===== src/rtl/sequential_pkg.sv =====
// Shared types and constants for the sequential-circuits counter family.
// Pure declarations; no logic, no latency, no flow control.
package sequential_pkg;

    localparam int DEFAULT_CNT_WIDTH = 4;

    typedef enum logic {
        CNT_RUN  = 1'b0,
        CNT_DONE = 1'b1
    } cnt_state_e;

endpackage


===== src/rtl/sync_down_counter.sv =====
// Loadable down counter with enable, auto-reload/one-shot and terminal-count borrow.
// Latency: q/borrow/done one edge after inputs; zero is combinational from q.
// Backpressure: none; en stalls the count, load overrides en.
module sync_down_counter
    import sequential_pkg::*;
#(
    parameter int               WIDTH      = DEFAULT_CNT_WIDTH,
    parameter logic [WIDTH-1:0] RELOAD_RST = {WIDTH{1'b1}}
) (
    input  logic             clk,
    input  logic             reset_n,
    input  logic             en,
    input  logic             load,
    input  logic [WIDTH-1:0] load_val,
    input  logic             auto_reload,
    output logic [WIDTH-1:0] q,
    output logic             zero,
    output logic             borrow,
    output logic             done
);

    logic [WIDTH-1:0] q_q, q_d;
    logic [WIDTH-1:0] reload_q, reload_d;
    logic             borrow_q, borrow_d;
    cnt_state_e       state_q, state_d;

    always_ff @(posedge clk or negedge reset_n) begin
        if (!reset_n) begin
            q_q      <= '0;
            reload_q <= RELOAD_RST;
            borrow_q <= 1'b0;
            state_q  <= CNT_RUN;
        end else begin
            q_q      <= q_d;
            reload_q <= reload_d;
            borrow_q <= borrow_d;
            state_q  <= state_d;
        end
    end

    always_comb begin
        q_d      = q_q;
        reload_d = reload_q;
        borrow_d = 1'b0;
        state_d  = state_q;

        if (load) begin
            q_d      = load_val;
            reload_d = load_val;
            state_d  = CNT_RUN;
        end else begin
            unique case (state_q)
                CNT_RUN: begin
                    if (en) begin
                        if (q_q == '0) begin
                            // Terminal count: the mode input matters only here.
                            borrow_d = 1'b1;
                            if (auto_reload) begin
                                q_d = reload_q;
                            end else begin
                                state_d = CNT_DONE;
                            end
                        end else begin
                            q_d = q_q - WIDTH'(1);
                        end
                    end
                end
                CNT_DONE: begin
                    // Expired one-shot holds at zero until reloaded.
                    q_d = q_q;
                end
                default: begin
                    state_d = CNT_RUN;
                end
            endcase
        end
    end

    assign q      = q_q;
    assign zero   = (q_q == '0);
    assign borrow = borrow_q;
    assign done   = (state_q == CNT_DONE);

endmodule


===== config.mk =====
export PLATFORM = sky130hd
export DESIGN_NAME = sync_down_counter
export DESIGN_NICKNAME = d
export VERILOG_FILES = /design/src/rtl/sequential_pkg.sv /design/src/rtl/sync_down_counter.sv
export SDC_FILE = /design/constraint.sdc
export NUM_CORES = 1
export LEC_CHECK = 0
export CAP_MARGIN = 20
export CORE_AREA = 2 2 40 42
export DETAILED_ROUTE_END_ITERATION = 6
export DIE_AREA = 0 0 42 44
export PLACE_DENSITY = 0.64
export RECOVER_POWER = 50
export SYNTH_ARGS = -nofsm -noshare
export SYNTH_HDL_FRONTEND = slang
export SYNTH_SLANG_ARGS = --single-unit

===== constraint.sdc =====
create_clock -name clk -period 1.6 [get_ports clk]
set_input_delay 0.48 -clock clk [delete_from_list [all_inputs] [get_ports clk]]
set_output_delay 0.48 -clock clk [all_outputs]
set_load 0.02 [all_outputs]

Word-level counts from Yosys, hierarchy flattened
Cells that the tools add are included.
{"block": "classes", "muxes": 14, "eq_ne": 3, "add_sub_neg": 1, "n_bitwise": 1, "n_reduce_logical": 2}
{"op": "2-to-1 mux 4 bit", "count": 5}
{"op": "2-to-1 mux 1 bit", "count": 9}
{"op": "zero test 4 bit", "count": 1}
{"op": "!= test 4 bit, second input constant", "count": 1}
{"op": "subtractor 4 x 1 -> 4 bit, second input constant", "count": 1}
{"op": "!= test 3 bit, second input constant", "count": 1}
{"op": "AND reduction 3 bit", "count": 1}
{"op": "!= test 2 bit, second input constant", "count": 1}
{"op": "inverter 1 bit", "count": 1}
{"block": "totals", "reg_bits": 10, "elab_cells": 25, "in_bits": 9, "out_inout_bits": 7}

Logic depth before layout (Yosys ltp)
Gate-level depths: netlist (run 1).
{"block": "depth", "word_depth": 5, "ltp_mapped": 5, "mapped_depth_nobuf": 5}

Least setup slack after synthesis (run 1)
Ideal clock, no wire load.
{"block": "synth_path", "path_kind": "reg2reg", "startpoint": "register q_q[0] (netlist: q[0])", "endpoint": "register q_q[0] (netlist: q[0])", "arrival_ns": 1.723, "path_slack_ns": -0.209, "setup_time_ns": 0.087, "n_path_buf": 0, "period_less_slack_ns": 1.809, "stages_incl_launch_ff": 6, "cell_sequence": "dfrtp_1 > inv_1 > ha_1 > nor3b_2 > mux2_1 > o211ai_1"}
{"block": "synth_between", "elab_chain_len": 5}
{"item": "start, declared", "line_no": "sync_down_counter.sv:22", "text": "logic [WIDTH-1:0] q_q, q_d;"}
{"item": "start signal, assigned", "line_no": "sync_down_counter.sv:34", "text": "q_q <= q_d;"}
{"item": "zero test 4 bit *"}
{"item": "net zero", "line_no": "sync_down_counter.sv:17", "text": "output logic zero,"}
{"item": "2-to-1 mux 4 bit", "line_no": "sync_down_counter.sv:55", "text": "if (q_q == '0) begin"}
{"item": "2-to-1 mux 4 bit", "line_no": "sync_down_counter.sv:54", "text": "if (en) begin"}
{"item": "2-to-1 mux 4 bit", "line_no": "sync_down_counter.sv:52", "text": "unique case (state_q)"}
{"item": "2-to-1 mux 4 bit", "line_no": "sync_down_counter.sv:47", "text": "if (load) begin"}
Mark *: on every way through the listed nets, which the timed path passes. The rest lies on a longest branch. The select of a mux whose other input is x is not followed.
A chain may end at the register's enable or synchronous reset.

Worst setup path after layout (run 1)
{"block": "layout_path", "startpoint": "register q_q[1] (netlist: q[1])", "endpoint": "output zero"}
{"block": "layout_between", "elab_chain_len": 1}
{"item": "zero test 4 bit", "line_no": "sync_down_counter.sv:80", "text": "assign zero = (q_q == '0);"}
{"item": "end, declared", "line_no": "sync_down_counter.sv:17"}
Every way passes these cells.

==> impl_metrics.ini, run 1 <==
[outcome]
status = finished with violations
failed_checks = setup timing

[global_routing]
overflow = 0
grt_pass1_wl_um = 2270
grt_max_degree = 11
antenna_found_initial = 0
track_usage_pct = 17.3
grt_pass1_vias = 521

[clock_tree]
cts_sinks = 10
clkSlewWorstSetupHoldPaths_ps = 70
cts_buffers = 3
cts_root_buffer = clkbuf_4
ctsHoldBuffers = 0
cts_buffer_depth = 2
cts_tree = built
clk_latency_ps = 260
cts_htree_levels = 1

[setup_path]
worstPathRequired_ps = 1120
slowest_stage = dfrtp_2
cp_max_fo = 2
critPathMaxStageDelay_ps = 400
startpoint = q[1]$_DFFE_PN0P_
crit_path_end_kind = output pin
crit_path_start_kind = flop
rr_startpoint = q[1]$_DFFE_PN0P_
path_class = reg2out
cp_data_arrival_time_ps = 1210
cp_cell_sequence = inv_2 -> ha_4 -> nor3b_4 -> buf_6

[power_and_ir_drop]
fin_total_pwr_mw = 0.787
power_density_nw_per_um2 = 892
p_leak_nw = 0.404
ir_drop_v = 0.000634

[logic_synthesis]
synth-main-ff-cell = dfrtp_1
synthAdderAreaFrac_pct = 2.34
async_reset_ff_share_pct = 100
synthTopCellsByCount = inv_1, dfrtp_1, nand2_1, o21ai_0, dfstp_2
synth_edf_count = 0
synthMuxAreaShare_pct = 6.31
yosys.area.top_type = dfrtp_1
syn_area_um2 = 536
avgSynthCellArea_um2 = 9.74
post_synth_xor_area_fraction_pct = 0
synthSimpleGateAreaFrac_pct = 23.6
synth_area_leaders = dfrtp_1, dfstp_2, inv_1
synth_top_area_share_pct = 28.0
synth_top_family_by_area = simple AND/OR/NAND/NOR gates
synth_warnings = 0
synth_nets = 65
synth_most_common_cell = inv_1
syn_inst = 55
ys_types = 24
seq_area_frac_synth_pct = 47.7
ys_ff_latch = 10
synth_compound_area_share_pct = 14.5

[route]
drc = 0
drtAntennaViolNets = 0
drt_pass1_iterations = 2
drtIter0Drc = 7
post_drt_wl_per_cell_um = 13.0
vias = 527
wl_um = 1380
avgViaCountPerCell = 4.97

[hold_path]
worstHoldPathType = reg2reg
hold_start = reload_q[3]$_DFFE_PN1P_

[cells_and_area]
postLayoutCellArea_um2 = 882
num_antenna_cells = 0
fill_cells = 124
area_growth_pct = 64.7
post-route-util_pct = 62.2
drive_gt1_share_pct = 43.3
nets = 101

[placed_design]
dpl.hpwl_um = 1090
portBuffers = 15
gp_congestion = 0.810
placed_area_um2 = 851

[floorplanning]
start_util_pct = 37.7
rows = 14
coreArea_um2 = 1420
io-pin-count = 16
die-area_um2 = 1850
die_y_um = 44
dieWidth_um = 42

[sta]
post-route-period-util_pct = 106
hold_viol = 0
slew_violations = 0
setup_viol_count_final = 3
timing.final.ws_setup_ps = -91.3
fmax_ghz = 0.591
fin_crit_ps = 1690
rsz0062_at_grt = true
skew_ps = 5.28
fin_setup_tns_ps = -134
tightest_slew_ps = 468
holdWs_ps = 475
slew_headroom_pct = 68.7

[run]
cap_viol_max_count = 0
## cell usage in the layout (no fill, tap or decap), types with 3 or more instances in the layout
cell type and n:
clkbuf_4 3, o21ai_0 5, dfrtp_1 4, buf_4 16, dfstp_2 4, clkdlybuf4s50_1 6
nor2b_1 3, nand2_1 5, inv_1 5, a21oi_1 3, o211ai_1 3
## kinds of logic after synthesis
group	after synthesis
mux	3
fa+ha+maj	1
flops	10
compound gates	13
buf+inv	8
simple gates	20
## stage by stage
step | std cells | setup slack, ps
2_1_floorplan | 55 | -20.4
4_1_cts | 105 | -99.8
6_report | 106 | -91.3
3_3_place_gp | 101 | -261
5_1_grt | 106 | -175
3_5_place_dp | 101 | -257
## registers in the layout, indices dropped and copies added (netlist names)
name      count
reload_q      4
borrow        1
q             4
done          1
## path summary, 6_finish.rpt
check                                     endpoint  slack [ps]  cells after the start
min in group asynchronous         q[3]$_DFFE_PN0P_         600                      1
max                                           zero         -90                      4
max in group asynchronous         q[0]$_DFFE_PN0P_         650                      1
min                        reload_q[3]$_DFFE_PN1P_         470                      2
max reg2reg                       q[1]$_DFFE_PN0P_         -40                      7
min reg2reg                reload_q[3]$_DFFE_PN1P_         470                      2
## critical path, delay by kind of cell (launching register included)
kind / cells / cell delay (ps)
fa+ha+maj: 1 / 130
simple gates: 1 / 210
buf+inv: 2 / 220
flops: 1 / 400
## what timing repair did
item / in CTS / in global routing
gates cloned: 0 / 0
setup buffers: 0 / 1
endpoints found under the setup margin: 7 / 6
gates resized for setup: 19 / 3
## where the power goes
| group | internal (mW) | switching, mW | total (mW) | leakage [nW] |
|---|---|---|---|---|
| logic | 0.142 | 0.114 | 0.256 | 0.268 |
| registers | 0.286 | 0.0198 | 0.305 | 0.115 |
| clock network | 0.138 | 0.0874 | 0.225 | 0.0210 |
| total | 0.566 | 0.221 | 0.787 | 0.404 |
## routing by layer
metal	share of wire [%]	global-route usage [%]	vias up
li1	-	-	263
met2	49	29.4	11
met4	0.95	3.87	0
met1	44	20.3	251
met5	0	0	-
met3	5.2	7.50	2
## layout make-up
type / count / area (um^2) / area share (%)
Clock buffer: 4 / 36.3 / 4.11
Inverter: 7 / 26.3 / 2.98
Sequential cell: 10 / 258 / 29.2
Tap cell: 16 / 20.0 / 2.27
Timing Repair Buffer: 32 / 265 / 30.1
Multi-Input combinational cell: 37 / 277 / 31.3
(Power assumes the default switching activity.)
==> run 2: changes to the inputs <==
Settings changed: ABC_AREA set to 1, CORE_AREA 2 2 40 42 to 2 2 41 43, DIE_AREA 0 0 42 44 to 0 0 43 45, PLACE_DENSITY 0.64 to 0.63.
==> run 2 against run 1 <==
The run still ends with setup timing left. Global-route usage down 1.4 points. Sequential power up 2%. First-iteration DRC count up 14%. Wire length down 4.7%. Design area up 0.57%. Register-to-register slack better by 210 ps. Worst setup slack better by 42 ps.
==> impl_metrics.ini, run 2 <==
[outcome]
status = finished with violations
failed_checks = setup timing

[setup_path]
r2r-end = q[3]$_DFFE_PN0P_
rr_startpoint = q[1]$_DFFE_PN0P_
rr_worst_depth = 11
worstPathRequired_ps = 1120
path_class = reg2out
crit_path_start_kind = flop
cp_data_arrival_time_ps = 1170
cp-endpoint = zero
cp_max_fo = 2
crit_path_end_kind = output pin
startpoint = q[1]$_DFFE_PN0P_
regToRegSetupSlack_ps = 170

[floorplanning]
die_y_um = 45
die-area_um2 = 1940
io-pin-count = 16
dieWidth_um = 43
coreArea_um2 = 1470
rows = 14
start_util_pct = 38.4

[route]
avgViaCountPerCell = 4.81
drtAntennaViolNets = 0
post_drt_wl_per_cell_um = 11.0
wl_um = 1310
drt_pass1_iterations = 4
drtIter0Drc = 8
vias = 572
drc = 0

[clock_tree]
cts_htree_levels = 1
cts_tree = built
clk_latency_ps = 280
cts_buffer_depth = 2
cts_buffers = 3
cts_sinks = 10
ctsHoldBuffers = 0
cts_root_buffer = clkbuf_4
clkSlewWorstSetupHoldPaths_ps = 70

[power_and_ir_drop]
comb_power_share_pct = 38.1
p_sw_mw = 0.283
swShare_pct = 32.2
p_leak_nw = 0.451
ir_drop_v = 0.000502
pwr-share-seq_pct = 35.2
clockPowerShare_pct = 26.6
intPower_mw = 0.597
power_density_nw_per_um2 = 992

[logic_synthesis]
syn_area_um2 = 564
synth_area_leaders = dfrtp_1, dfstp_2, nand2_1
synth_edf_count = 0
ys_types = 19
synth_nets = 79
synth_most_common_cell = nand2_1
avgSynthCellArea_um2 = 8.18
synth_warnings = 0
async_reset_ff_share_pct = 100
synth_top_area_share_pct = 26.6
synthTopCellsByCount = nand2_1, inv_1, dfrtp_1, nor2_1
seq_area_frac_synth_pct = 45.2
yosys.area.top_type = dfrtp_1
syn_inst = 69
ys_ff_latch = 10
synth-main-ff-cell = dfrtp_1

[sta]
hold_viol = 0
rsz0062_at_grt = true
fin_crit_ps = 1650
slew_violations = 0
skew_ps = 3.32
timing.final.ws_setup_ps = -49.4
slew_headroom_pct = 70.0
tightest_slew_ps = 448
fin_setup_tns_ps = -49.4
post-route-period-util_pct = 103
fmax_ghz = 0.606
setup_viol_count_final = 1

[cells_and_area]
layout_common_cells = nand2_1, buf_4, nor2_1, clkdlybuf4s50_1
postLayoutCellArea_um2 = 887
fill_cells = 139
drive_gt1_share_pct = 41.7
nets = 114
num_antenna_cells = 0
final_common_cell = nand2_1
area_growth_pct = 57.2

[global_routing]
grt_pass1_wl_um = 2160
grt_pass1_vias = 525
grt_max_degree = 11
antenna_found_initial = 0
track_usage_pct = 15.9
overflow = 0

[placed_design]
placed_area_um2 = 830
preCtsSetupSlack_ps = -242
gp_congestion = 0.778
dpl.hpwl_um = 1030
portBuffers = 15

[run]
cap_viol_max_count = 0

[hold_path]
worstHoldPathType = reg2reg
run 2: cell types whose count changed after synthesis, moves of 3 or more:
| cell | delta |
|---|---|
| o211ai_2 | +3 |
| nand3_1 | +3 |
| nand2_1 | +17 |
| nor2_1 | +5 |
| o211ai_1 | -3 |
| nor2b_1 | -3 |
run 2: kinds of logic (layout without fill, tap and decap cells):
kind of cell	count (synthesis)	in the layout	synth area share (%)
AO/OA/AOI/OAI	11	11	14.9
adder cells (fa/ha/maj)	1	1	2.22
buffers and inverters	10	44	9.09
AND/OR/NAND/NOR	37	37	28.6
flip-flops	10	10	45.2
run 2: how the worst min path moves through the flow:
stage | to | startpoint | cells after the start
floorplan | borrow$_DFF_PN0_ | reset_n | 0
global placement | reload_q[3]$_DFFE_PN1P_ | reload_q[3]$_DFFE_PN1P_ | 2
detailed placement | reload_q[3]$_DFFE_PN1P_ | reload_q[3]$_DFFE_PN1P_ | 2
CTS | reload_q[3]$_DFFE_PN1P_ | reload_q[3]$_DFFE_PN1P_ | 2
global route | reload_q[1]$_DFFE_PN1P_ | reload_q[1]$_DFFE_PN1P_ | 2
finish | reload_q[3]$_DFFE_PN1P_ | reload_q[3]$_DFFE_PN1P_ | 2
run 2: repair_timing:
item,in CTS,in global routing
gates resized for setup,14,9
endpoints found under the setup margin,7,3
cloned,0,0
setup buffers,0,3
pin swaps,0,3
run 2: power groups by stage:
stage          clock network (mW)  registers, mW  logic, mW
2_1_floorplan                   0          0.338      0.131
3_3_place_gp                    0          0.311      0.314
3_5_place_dp                    0          0.313      0.318
4_1_cts                     0.243          0.308      0.311
5_1_grt                     0.252          0.315      0.371
6_report                    0.234          0.310      0.336
run 2: worst max-delay path, stage by stage (launching register included):
cell     delay, ps
dfrtp_1        390
inv_2           80
ha_4           150
nand2_4         50
nor2_4         100
buf_6          120
run 2: layout make-up:
type	instances	area (um^2)	share of cell area, %
repair buffers	30	253	28.5
flip-flops and latches	10	256	28.9
inverters	10	38.8	4.37
multi-input cells	49	283	31.9
well taps	16	20.0	2.26
clock buffers	4	36.3	4.09
run 2: layer usage:
metal / routed length [um] / global-route usage, % / part of all wire (%) / vias to the layer above
met1: 597 / 18.9 / 46 / 257
met5: 0 / 0 / 0 / -
met3: 60 / 2.40 / 4.6 / 5
li1: - / - / - / 292
met2: 601 / 25.8 / 46 / 18
met4: 51 / 12.7 / 3.9 / 0
run 2: through the flow:
stage	hold slack [ps]	utilization (%)	instances	power (mW)
floorplan	184	-	69	0.469
finish	462	60.3	119	0.880
CTS	465	58.7	116	0.862
detailed placement	454	56.4	112	0.631
global route	493	60.3	119	0.938
global placement	452	56.4	112	0.625
